### src/rtl/sumadorq_acc.sv
// -----------------------------------------------------------------------------
// sumadorq_acc
// Registered add / subtract / accumulate unit with valid/ready handshakes.
// Parametrised successor of the 5-bit SUMADORQ22 adder.
//
// Parameters
//   W      operand width of a and b
//   ACC_W  result / accumulator width (must be >= W+1)
//   SAT    1 = accumulator saturates at all ones, 0 = accumulator wraps
//
// Ports
//   clk        rising-edge clock
//   rst        asynchronous reset, active-high
//   in_valid   operand/mode beat valid
//   in_ready   block can accept a beat this cycle
//   mode       00 add, 01 sub, 10 accumulate, 11 load accumulator
//   a, b       unsigned operands (b ignored in modes 10/11)
//   out_valid  result register holds an unconsumed result
//   out_ready  downstream accepts result
//   out_data   result
//   out_flag   carry (add/acc) or borrow (sub); 0 for load
//   op_count   accepted input beats, wraps 255 -> 0
// -----------------------------------------------------------------------------
module sumadorq_acc #(
  parameter int W     = 5,
  parameter int ACC_W = 8,
  parameter bit SAT   = 1'b0
) (
  input  logic             clk,
  input  logic             rst,
  input  logic             in_valid,
  output logic             in_ready,
  input  logic [1:0]       mode,
  input  logic [W-1:0]     a,
  input  logic [W-1:0]     b,
  output logic             out_valid,
  input  logic             out_ready,
  output logic [ACC_W-1:0] out_data,
  output logic             out_flag,
  output logic [7:0]       op_count
);

  generate
    if (ACC_W < W + 1) begin : g_width_check
      $error("sumadorq_acc: ACC_W must be at least W+1");
    end
  endgenerate

  localparam logic [1:0] MODE_ADD  = 2'b00;
  localparam logic [1:0] MODE_SUB  = 2'b01;
  localparam logic [1:0] MODE_ACC  = 2'b10;
  localparam logic [1:0] MODE_LOAD = 2'b11;

  logic [ACC_W-1:0] acc_reg;
  logic [ACC_W-1:0] out_data_reg;
  logic             out_flag_reg;
  logic             out_valid_reg;
  logic [7:0]       op_count_reg;

  logic             accept;
  logic             consume;

  logic [ACC_W-1:0] a_ext;
  logic [ACC_W-1:0] b_ext;
  logic [ACC_W:0]   add_sum;
  logic [ACC_W:0]   acc_sum;
  logic [ACC_W-1:0] acc_next;
  logic [ACC_W-1:0] data_next;
  logic             flag_next;

  // Single result register: a beat can enter whenever the slot is empty or
  // is being drained in the same cycle.
  assign in_ready = !out_valid_reg || out_ready;
  assign accept   = in_valid && in_ready;
  assign consume  = out_valid_reg && out_ready;

  assign a_ext = {{(ACC_W-W){1'b0}}, a};
  assign b_ext = {{(ACC_W-W){1'b0}}, b};

  assign add_sum = {1'b0, a_ext} + {1'b0, b_ext};
  assign acc_sum = {1'b0, acc_reg} + {1'b0, a_ext};

  always_comb begin
    acc_next  = acc_reg;
    data_next = '0;
    flag_next = 1'b0;
    case (mode)
      MODE_ADD: begin
        data_next = add_sum[ACC_W-1:0];
        // Operands are W bits, so the carry of interest leaves bit W-1.
        flag_next = add_sum[W];
      end
      MODE_SUB: begin
        data_next = a_ext - b_ext;
        flag_next = (a < b);
      end
      MODE_ACC: begin
        if (SAT && acc_sum[ACC_W]) begin
          acc_next = '1;
        end else begin
          acc_next = acc_sum[ACC_W-1:0];
        end
        data_next = acc_next;
        flag_next = acc_sum[ACC_W];
      end
      MODE_LOAD: begin
        acc_next  = a_ext;
        data_next = a_ext;
        flag_next = 1'b0;
      end
      default: begin
        acc_next  = acc_reg;
        data_next = '0;
        flag_next = 1'b0;
      end
    endcase
  end

  always_ff @(posedge clk or posedge rst) begin
    if (rst) begin
      acc_reg       <= '0;
      out_data_reg  <= '0;
      out_flag_reg  <= 1'b0;
      out_valid_reg <= 1'b0;
      op_count_reg  <= '0;
    end else begin
      if (accept) begin
        // acc_next equals acc_reg for add/sub, so acc only moves in modes 10/11.
        acc_reg       <= acc_next;
        out_data_reg  <= data_next;
        out_flag_reg  <= flag_next;
        out_valid_reg <= 1'b1;
        op_count_reg  <= op_count_reg + 8'd1;
      end else if (consume) begin
        // Data and flag hold their last value once drained.
        out_valid_reg <= 1'b0;
      end
    end
  end

  assign out_valid = out_valid_reg;
  assign out_data  = out_data_reg;
  assign out_flag  = out_flag_reg;
  assign op_count  = op_count_reg;

endmodule

### config.mk
export PLATFORM = sky130hd
export DESIGN_NAME = sumadorq_acc
export DESIGN_NICKNAME = d
export VERILOG_FILES = /design/src/rtl/sumadorq_acc.sv
export SDC_FILE = /design/constraint.sdc
export NUM_CORES = 1
export LEC_CHECK = 0
export CAP_MARGIN = 40
export CELL_PAD_IN_SITES_DETAIL_PLACEMENT = 0
export CELL_PAD_IN_SITES_GLOBAL_PLACEMENT = 2
export CORE_MARGIN = 2
export CORE_UTILIZATION = 35
export DETAILED_ROUTE_END_ITERATION = 12
export PLACE_DENSITY_LB_ADDON = 0.1
export SLEW_MARGIN = 20
export SYNTH_ARGS = -nofsm -noshare
export SYNTH_HDL_FRONTEND = slang
export SYNTH_SLANG_ARGS = --single-unit
export TNS_END_PERCENT = 5
### constraint.sdc
create_clock -name clk -period 3.2 [get_ports clk]
set_input_delay 0.32 -clock clk [delete_from_list [all_inputs] [get_ports clk]]
set_output_delay 0.32 -clock clk [all_outputs]
set_load 0.02 [all_outputs]
==> parameters.txt, run 1 <==
Parameter                              Value

Finish
  # fillers    510
  Diode count    0
  Share of post-route cells with drive strength above 1    7.96%
  Growth of design area from synthesis to finish    25.5%
  Count of non-filler cells in the finished layout    296
  Non-Filler Cell Area, Final    0.00232 sq mm
  Final core occ    45.5%
  Net count, final    262

Global route
  Vias in the first global route    1513
  First-pass GRT wire length    7320 microns
  Total congestion overflow after global routing    0
  Initial antenna violation count    0
  Largest net degree at the start of global routing    20
  GRT Util Overall    15.3%

Synth
  Most numerous cell in the Yosys netlist    sky130_fd_sc_hd__dfrtp_1
  Number of synthesized register bits    26
  Number of enable-type register cells in the synthesized netlist    0
  Cells after Synth    191
  Post-Syn Area    0.00185 sq mm
  Share of the synthesized area in the top cell type    35.1%
  Number of distinct library cell variants in the gate-level netlist after synthesis    46
  Post-synth ARST share    100%
  Net count after synthesis    226
  Most instantiated cells after synthesis    26 x sky130_fd_sc_hd__dfrtp_1, 24 x sky130_fd_sc_hd__nand2_1, 16 x sky130_fd_sc_hd__ha_1
  Total number of yosys warnings    0
  Synth area leader    sky130_fd_sc_hd__dfrtp_1
  Share of synthesized area occupied by flip-flops and latches    35.1%
  Avg Synthesized Cell Area    9.70 sq um
  Largest cells by area after synthesis    sky130_fd_sc_hd__dfrtp_1 35%, sky130_fd_sc_hd__ha_1 11%, sky130_fd_sc_hd__xnor2_1 5.2%, sky130_fd_sc_hd__nand2_1 4.9%, sky130_fd_sc_hd__fa_1 3.2%
  Most used DFF post-synth    sky130_fd_sc_hd__dfrtp_1

Timing
  Slew at the pin closest to its max-slew limit    0.538 ns
  Fin. Hold Viols    0
  Final cycle utilization of the critical path    73.0%
  Count of final max-slew check failures    0
  Relative slew margins    64.1%
  Aggregate negative setup slack    0 ns
  Minimum clock period    2.34 ns
  Clk_skew    0.00521 ns
  Setup violations, final    0
  Setup repair after global routing missed its margin    false
  Peak clock frequency supported by timing    0.428 GHz

Detailed routing
  Met1 routed wirelength after detailed routing    2000 microns
  Met2 routed wirelength    2020 microns
  DR DRC count    0
  Detailed-routing iteration count for the pre-antenna-repair pass    4
  Ratio of routed vias to standard cells    5.11
  Aggregate routed wire length    4240 microns
  Total vias in the final route    1512
  Count of routing violations after the opening detailed-route iteration    73
  Mean routed wirelength per cell    14.3 microns
  Highest signal layer in the routed design    met4
  Remaining number of nets flagged by the antenna check after routing    0
  Total met3 wirelength after detailed routing    161 microns

Run status
  Run status    finished clean

Critical path
  CP arrival    2.48 ns
  Highest-delay cell along the critical path    sky130_fd_sc_hd__clkdlybuf4s50_1
  Max FO, Critical Path    7
  Largest stage delay on the critical path    0.60 ns
  Data required time of the worst path    3.34 ns
  Crit path capture type    register
  CP cell instances    clkdlybuf4s50_1 -> fa_1 -> a21o_1 -> a211oi_2 -> o31ai_2 -> a2111oi_2 -> o21ai_1
  Crit path launch type    input pin
  Kind of critical path    in -> reg

Clock tree
  Buffer type at the clock tree root    sky130_fd_sc_hd__clkbuf_8
  Clock insertion delay at the later pin of the skew report    0.27 ns
  Clock slew at reported path FFs    0.09 ns
  CTS-repair resized insts    0
  CTS H-tree lvls    1
  Cts hold-fix bufs    0
  Clock tree buffer depth    2
  Post-CTS setup buffer count    0
  Clock sink count    26
  Total clock buffers created by CTS    3
  Clock tree from TritonCTS    done

Place
  Placer's final routability congestion estimate    0.835
  PortBufs    34
  HPWL after detailed placement    3380 microns
  Cell count after placement    292
  Placed cell areas    0.00225 sq mm

Floorplan
  Standard-cell row count    26
  Area of the core    0.00511 sq mm
  Die Width    76.7 microns
  Die area    0.00589 sq mm
  Ports    35
  Initial core utilization    36.3%
  Die Y-Extent    76.7 microns

Pwr
  Leakage power figure    1.05 nW
  Power per unit of standard cell area    570 mW/mm^2
  IR drop worst, VDD    0.216 mV

Min path
  Class of the most critical hold timing path    in -> async

Run
  Max Cap Viol    0
[cells in the final DEF (no fill, tap or decap), types with 4 or more instances in the layout]
| master | count |
|---|---|
| sky130_fd_sc_hd__nor2_1 | 8 |
| sky130_fd_sc_hd__mux2i_1 | 5 |
| sky130_fd_sc_hd__clkdlybuf4s50_1 | 34 |
| sky130_fd_sc_hd__ha_1 | 16 |
| sky130_fd_sc_hd__a21oi_1 | 10 |
| sky130_fd_sc_hd__and3_1 | 4 |
| sky130_fd_sc_hd__a31oi_1 | 4 |
| sky130_fd_sc_hd__nand2b_1 | 4 |
| sky130_fd_sc_hd__inv_1 | 11 |
| sky130_fd_sc_hd__a21o_1 | 5 |
| sky130_fd_sc_hd__nand2_1 | 24 |
| sky130_fd_sc_hd__o21ai_0 | 11 |
| sky130_fd_sc_hd__xnor2_1 | 11 |
| sky130_fd_sc_hd__nand3_1 | 4 |
| sky130_fd_sc_hd__mux2_2 | 4 |
| sky130_fd_sc_hd__dfrtp_1 | 26 |
[cells by family after synthesis]
group / count (synthesis) / synth area share, %
xor gates and xnor gates: 11 / 5.20
adders and majority gates: 19 / 14.1
AOI/OAI and AO/OA: 48 / 18.6
buffers and inverters: 18 / 5.74
muxes: 9 / 5.14
and+or+nand+nor: 60 / 16.1
DFF: 26 / 35.1
[cell type report]
class	count	area [sq um]	share of cell area, %
tap	70	87.6	3.77
sequential	26	651	28.0
multi-input combinational	147	1090	47.1
inverter	11	41.3	1.78
clock inverter	1	30.0	1.29
clock buffer	3	41.3	1.78
timing repair buffer	38	378	16.3
[path summary, 6_finish.rpt]
kind                       cells past startpoint           to         from  slack [ns]
max                                            7  out_data[4]         a[1]        0.86
min                                            2  out_data[6]          rst        0.30
max reg2reg                                    7  out_data[4]   acc_reg[0]        1.03
min reg2reg                                    1  op_count[7]  op_count[7]        0.48
max in group asynchronous                      3   acc_reg[5]          rst        2.47
min in group clk                               1  op_count[7]  op_count[7]        0.48
[critical path: cells and delay by family]
kind,cells,cell delay (ns)
AOI/OAI and AO/OA,5,0.99
buffers and inverters,1,0.60
adders and majority gates,1,0.58
[per-stage QoR]
| stage | hold slack (ns) | power, W | worst slack [ns] |
|---|---|---|---|
| 2_1_floorplan | 0.360 | 0.000838 | 1.21 |
| 3_3_place_gp | 0.461 | 0.00104 | 0.624 |
| 3_5_place_dp | 0.465 | 0.00106 | 0.509 |
| 4_1_cts | 0.315 | 0.00134 | 0.810 |
| 5_1_grt | 0.334 | 0.00142 | 0.664 |
| 6_report | 0.298 | 0.00132 | 0.864 |
[layer usage]
metal | GRT usage (%) | vias up
met5 | 0 | -
met4 | 5.09 | 0
met3 | 1.65 | 4
met2 | 25.8 | 42
met1 | 20.4 | 710
li1 | - | 756
[report_power, final]
| group | switching [W] | internal (W) | leakage [nW] | total, W |
|---|---|---|---|---|
| sequential | 0.0000815 | 0.000411 | 0.327 | 0.000493 |
| combinational | 0.000284 | 0.000272 | 0.689 | 0.000556 |
| clock | 0.000108 | 0.000167 | 0.0357 | 0.000276 |
| total | 0.000474 | 0.000851 | 1.05 | 0.00132 |
(Power assumes the default switching activity.)
==> run 2, diff against run 1 <==
--- a/config.mk
+++ b/config.mk
@@ -9,7 +9,7 @@
 export CELL_PAD_IN_SITES_DETAIL_PLACEMENT = 0
 export CELL_PAD_IN_SITES_GLOBAL_PLACEMENT = 2
 export CORE_MARGIN = 2
-export CORE_UTILIZATION = 35
+export CORE_UTILIZATION = 29
 export DETAILED_ROUTE_END_ITERATION = 12
 export PLACE_DENSITY_LB_ADDON = 0.1
 export SLEW_MARGIN = 20
==> constraint.sdc (replaced) <==
create_clock -name clk -period 2 [get_ports clk]
set_input_delay 0.2 -clock clk [delete_from_list [all_inputs] [get_ports clk]]
set_output_delay 0.2 -clock clk [all_outputs]
set_load 0.02 [all_outputs]
==> run 2 against run 1 <==
Against the previous run:
- clock power up 61%
- largest power group unchanged
- critical path type is now reg -> reg
- highest routed layer unchanged
- largest cell class unchanged
- worst setup slack worse by 0.86 ns
- total power up 71%
- hold slack worse by 0.018 ns
==> parameters.txt, run 2 (synthesis gave the netlist of run 1 again) <==
Parameter                              Value

Detailed routing
  Mean routed wirelength per cell    14.3 microns
  Aggregate routed wire length    4740 microns
  Ratio of routed vias to standard cells    4.85
  Total vias in the final route    1609
  Remaining number of nets flagged by the antenna check after routing    0
  DR DRC count    0
  Detailed-routing iteration count for the pre-antenna-repair pass    4
  Count of routing violations after the opening detailed-route iteration    82

Floorplan
  Die Y-Extent    83.9 microns
  Initial core utilization    29.5%
  Die area    0.00704 sq mm
  Die Width    83.9 microns
  Standard-cell row count    29
  Ports    35
  Area of the core    0.00628 sq mm

Timing
  Worst Slack Setup Final    0.00477 ns
  Final cycle utilization of the critical path    99.8%
  Fin. Hold Viols    0
  Slew at the pin closest to its max-slew limit    0.409 ns
  Setup repair after global routing missed its margin    true
  Count of final max-slew check failures    0
  Worst-case hold slack    0.281 ns
  Setup violations, final    0
  Relative slew margins    72.5%
  Minimum clock period    2.00 ns
  Clk_skew    0.00878 ns
  Peak clock frequency supported by timing    0.501 GHz

Global route
  First-pass GRT wire length    8060 microns
  Largest net degree at the start of global routing    27
  Initial antenna violation count    0
  Vias in the first global route    1647
  GRT Util Overall    14.1%
  Total congestion overflow after global routing    0

Pwr
  Share of power burned in combinational logic    45.5%
  Cell Int Power    0.00146 W
  Portion of total power attributed to sequential cells    35.0%
  IR drop worst, VDD    0.399 mV
  Leakage power figure    1.20 nW
  Switching power    0.000806 W
  Total power consumption of the routed design    0.00227 W
  Sw Ratio    35.5%
  Clock share of power    19.6%
  Power per unit of standard cell area    871 mW/mm^2

Critical path
  Crit path capture type    register
  CP arrival    2.15 ns
  Data required time of the worst path    2.15 ns
  Max FO, Critical Path    3
  Highest-delay cell along the critical path    sky130_fd_sc_hd__dfrtp_1
  CP cell instances    ha_4 -> fa_2 -> a21o_1 -> a211oi_2 -> o31ai_2 -> a2111oi_2 -> o21ai_1
  Number of buffers and inverters on the critical path    0
  Category of cells accounting for the largest share of critical-path delay    compound AO/OA/AOI/OAI gates
  Kind of critical path    reg -> reg
  Largest stage delay on the critical path    0.42 ns
  Crit path launch type    register

Place
  HPWL after detailed placement    3720 microns
  Placer's final routability congestion estimate    0.759
  Worst slack after detailed placement    -0.425 ns
  PortBufs    34

Clock tree
  Clock tree from TritonCTS    done
  Clock tree buffer depth    2
  Clock insertion delay at the later pin of the skew report    0.28 ns
  Cts hold-fix bufs    0
  Buffer type at the clock tree root    sky130_fd_sc_hd__clkbuf_8
  CTS H-tree lvls    1
  Total clock buffers created by CTS    3
  Clock slew at reported path FFs    0.10 ns
  Clock sink count    26

Finish
  Diode count    0
  Growth of design area from synthesis to finish    40.6%
  Commonest cells after routing, fill and taps aside    33 x sky130_fd_sc_hd__buf_4, 32 x sky130_fd_sc_hd__clkdlybuf4s50_1, 26 x sky130_fd_sc_hd__dfrtp_1
  Share of post-route cells with drive strength above 1    22.4%
  Net count, final    291
  Final core occ    41.5%
  Commonest non-fill, non-tap cell in the layout    sky130_fd_sc_hd__buf_4
  # fillers    631

Min path
  Class of the most critical hold timing path    in -> async

Run status
  Run status    finished clean

Run
  Max Cap Viol    0
==> run 2: stage by stage <==
| step | std cells | area, sq um | TNS [ns] |
|---|---|---|---|
| final | 332 | 2600 | 0 |
| after floorplan | 191 | 1850 | 0 |
| after global routing | 332 | 2600 | -0.224 |
| after global placement | 325 | 2450 | -3.49 |
| after detailed placement | 325 | 2450 | -3.50 |
| after CTS | 330 | 2550 | -0.0333 |
==> run 2: final timing paths <==
kind	from	end	slack [ns]	cells past startpoint
worst max register to register	acc_reg[0]	out_data[4]	0.005	7
worst min-delay path	rst	acc_reg[1]	0.28	3
min in group clk	op_count[7]	op_count[7]	0.48	1
worst min register to register	op_count[7]	op_count[7]	0.48	1
worst max-delay path	acc_reg[0]	out_data[4]	0.005	7
max in group asynchronous	rst	out_flag	1.45	3
==> run 2: worst reg2reg max path: cells and delay by family, from the launching register on <==
kind | cells | cell delay [ns]
AOI/OAI and AO/OA | 5 | 0.91
adders and majority gates | 2 | 0.54
DFF | 1 | 0.42
==> run 2: area by class of cell <==
cell class | instances | area (sq um) | area share (%)
Clock buffer | 3 | 41.3 | 1.59
Tap cell | 77 | 96.3 | 3.70
Inverter | 11 | 41.3 | 1.59
Sequential cell | 26 | 651 | 25.0
Timing Repair Buffer | 67 | 586 | 22.5
Clock inverter | 1 | 30.0 | 1.15
Multi-Input combinational cell | 147 | 1160 | 44.5
==> run 2: timing repair <==
| action | CTS | global route |
|---|---|---|
| endpoints found under the setup margin | 8 | 5 |
| gates resized for setup | 10 | 5 |
| buffers inserted | 1 | 2 |
| pin swaps | 9 | 3 |
==> run 2: power groups by stage <==
stage	logic (W)	clock network, W	registers, W
finish	0.00103	0.000444	0.000793
global route	0.00114	0.000480	0.000820
CTS	0.00101	0.000458	0.000793
detailed placement	0.000983	0	0.000805
global placement	0.000978	0	0.000793
floorplan	0.000449	0	0.000891
==> run 2: routing by layer <==
layer  track usage, %  routed length, microns  part of all wire, %
met1             18.5                    2230                   47
met2             24.4                    2330                   49
met3             2.97                     156                  3.3
met4             1.76                      14                 0.30
met5                0                       0                    0
==> run 3, diff against run 2 <==
--- a/config.mk
+++ b/config.mk
@@ -11,6 +11,7 @@
 export CORE_MARGIN = 2
 export CORE_UTILIZATION = 29
 export DETAILED_ROUTE_END_ITERATION = 12
+export MAX_ROUTING_LAYER = met4
 export PLACE_DENSITY_LB_ADDON = 0.1
 export SLEW_MARGIN = 20
 export SYNTH_ARGS = -nofsm -noshare
==> run 3 against run 2 <==
Against the previous run:
- global-route usage is 0.42 points higher
- hold slack got worse by 0.00078 ns
- worst setup slack got worse by 0.0027 ns
- flip-flop and latch count unchanged
- register-to-register slack barely moved
- final cell count unchanged
- maximum frequency is 0.13% lower
- clock skew about the same
- critical path depth unchanged
- total power fell by 0.17%
- sequential power about the same
- design area decreased by 0.48%
- critical path type unchanged
- highest routed layer unchanged
==> parameters.txt, run 3 (synthesis gave the netlist of run 1 again) <==
Parameter                              Value

Floorplan
  Initial core utilization    29.5%
  Die Width    83.9 microns
  Standard-cell row count    29
  Die Y-Extent    83.9 microns
  Die area    0.00704 sq mm
  Area of the core    0.00628 sq mm
  Ports    35

Timing
  Count of final max-slew check failures    0
  Relative slew margins    72.5%
  Slew at the pin closest to its max-slew limit    0.408 ns
  Fin. Hold Viols    0
  Setup violations, final    0
  Clk_skew    0.00830 ns
  Peak clock frequency supported by timing    0.501 GHz
  Setup repair after global routing missed its margin    true
  Final cycle utilization of the critical path    99.9%
  Minimum clock period    2.00 ns
  Aggregate negative setup slack    0 ns

Detailed routing
  Mean routed wirelength per cell    14.1 microns
  Ratio of routed vias to standard cells    4.83
  Remaining number of nets flagged by the antenna check after routing    0
  Detailed-routing iteration count for the pre-antenna-repair pass    4
  DR DRC count    0
  Total vias in the final route    1602
  Aggregate routed wire length    4670 microns
  Count of routing violations after the opening detailed-route iteration    66

Critical path
  Start of the worst register-to-register path    acc_reg[0]
  Crit path launch type    register
  Slack of the worst reg-to-reg path    0.002 ns
  Max FO, Critical Path    3
  Capturing element of the worst setup path    out_data[4]
  Data required time of the worst path    2.16 ns
  Kind of critical path    reg -> reg
  Start point of the critical path    acc_reg[0]
  CP arrival    2.15 ns
  Crit path capture type    register
  R2R Path End    out_data[4]
  Number of cells on the worst reg-to-reg path    7

Finish
  Commonest non-fill, non-tap cell in the layout    sky130_fd_sc_hd__buf_4
  Commonest cells after routing, fill and taps aside    33 x sky130_fd_sc_hd__buf_4, 32 x sky130_fd_sc_hd__clkdlybuf4s50_1, 26 x sky130_fd_sc_hd__dfrtp_1
  Share of post-route cells with drive strength above 1    22.0%
  Net count, final    291
  # fillers    632
  Diode count    0
  Non-Filler Cell Area, Final    0.00259 sq mm
  Growth of design area from synthesis to finish    39.9%

Pwr
  IR drop worst, VDD    0.401 mV
  Power per unit of standard cell area    874 mW/mm^2
  Leakage power figure    1.20 nW

Place
  Placer's final routability congestion estimate    0.769
  HPWL after detailed placement    3720 microns
  PortBufs    34
  Placed cell areas    0.00245 sq mm

Global route
  Largest net degree at the start of global routing    27
  Vias in the first global route    1646
  First-pass GRT wire length    8060 microns
  GRT Util Overall    14.5%
  Total congestion overflow after global routing    0
  Initial antenna violation count    0

Run
  Max Cap Viol    0

Clock tree
  Clock sink count    26
  Clock slew at reported path FFs    0.10 ns
  Clock insertion delay at the later pin of the skew report    0.28 ns
  Cts hold-fix bufs    0
  Total clock buffers created by CTS    3
  Clock tree buffer depth    2
  CTS H-tree lvls    1
  Buffer type at the clock tree root    sky130_fd_sc_hd__clkbuf_8
  Clock tree from TritonCTS    done

Min path
  Class of the most critical hold timing path    in -> async

Run status
  Run status    finished clean
## run 3: cell counts in the layout (fill, tap and decap cells not counted)
Identical to the previous run, type by type.
## run 3: power by group
part / internal (W) / switching [W] / total (W)
clock: 0.000268 / 0.000178 / 0.000446
combinational: 0.000534 / 0.000491 / 0.00103
sequential: 0.000658 / 0.000135 / 0.000793
total: 0.00146 / 0.000804 / 0.00226
## run 3: worst min path at each step
stage | startpoint | to | slack (ns) | cells after the start
CTS | rst | acc_reg[0] | 0.29 | 3
global placement | out_data[1] | out_data[1] | 0.46 | 2
detailed placement | op_count[7] | op_count[7] | 0.47 | 1
finish | rst | acc_reg[0] | 0.28 | 3
floorplan | rst | acc_reg[0] | 0.24 | 1
global route | rst | acc_reg[0] | 0.33 | 3
## run 3: final cells by class
| class | count | area [sq um] | area share [%] |
|---|---|---|---|
| well taps | 77 | 96.3 | 3.72 |
| clock inverters | 1 | 30.0 | 1.16 |
| clock buffers | 3 | 41.3 | 1.59 |
| flip-flops and latches | 26 | 651 | 25.1 |
| inverters | 11 | 41.3 | 1.59 |
| repair buffers | 67 | 586 | 22.6 |
| multi-input cells | 147 | 1150 | 44.2 |
## run 3: per-layer routing
metal  vias up  wire, microns  share of wire [%]  global-route usage (%)
met2        19           2290                 49                    24.3
met4         0             14               0.30                    1.76
met1       774           2240                 48                    18.7
met5         -              0                  0                       -
met3         2            127                2.7                    2.97
li1        807              -                  -                       -
## run 3: critical path, cell delays in order, from the launching register on
cell and delay, ns:
sky130_fd_sc_hd__dfrtp_1 0.42, sky130_fd_sc_hd__ha_4 0.17, sky130_fd_sc_hd__fa_2 0.37, sky130_fd_sc_hd__a21o_1 0.18
sky130_fd_sc_hd__a211oi_2 0.23, sky130_fd_sc_hd__o31ai_2 0.10, sky130_fd_sc_hd__a2111oi_2 0.30, sky130_fd_sc_hd__o21ai_1 0.10
## run 3: repair_timing
| action | CTS | global route |
|---|---|---|
| resized for setup | 10 | 4 |
| endpoints found under the setup margin | 8 | 5 |
| hold endpoints to repair | 0 | 0 |
| pin swaps | 9 | 3 |
| setup buffers | 1 | 2 |
## run 3: stage by stage
step           hold WS (ns)  total power (W)  worst slack [ns]  cells  utilization (%)
2_1_floorplan         0.240          0.00134           0.00776    191                -
6_report              0.280          0.00226           0.00209    332             41.3
5_1_grt               0.329          0.00244            -0.105    332             41.3
3_5_place_dp          0.471          0.00179            -0.425    325             39.0
4_1_cts               0.288          0.00226           -0.0333    330             40.6
3_3_place_gp          0.460          0.00177            -0.396    325             39.0
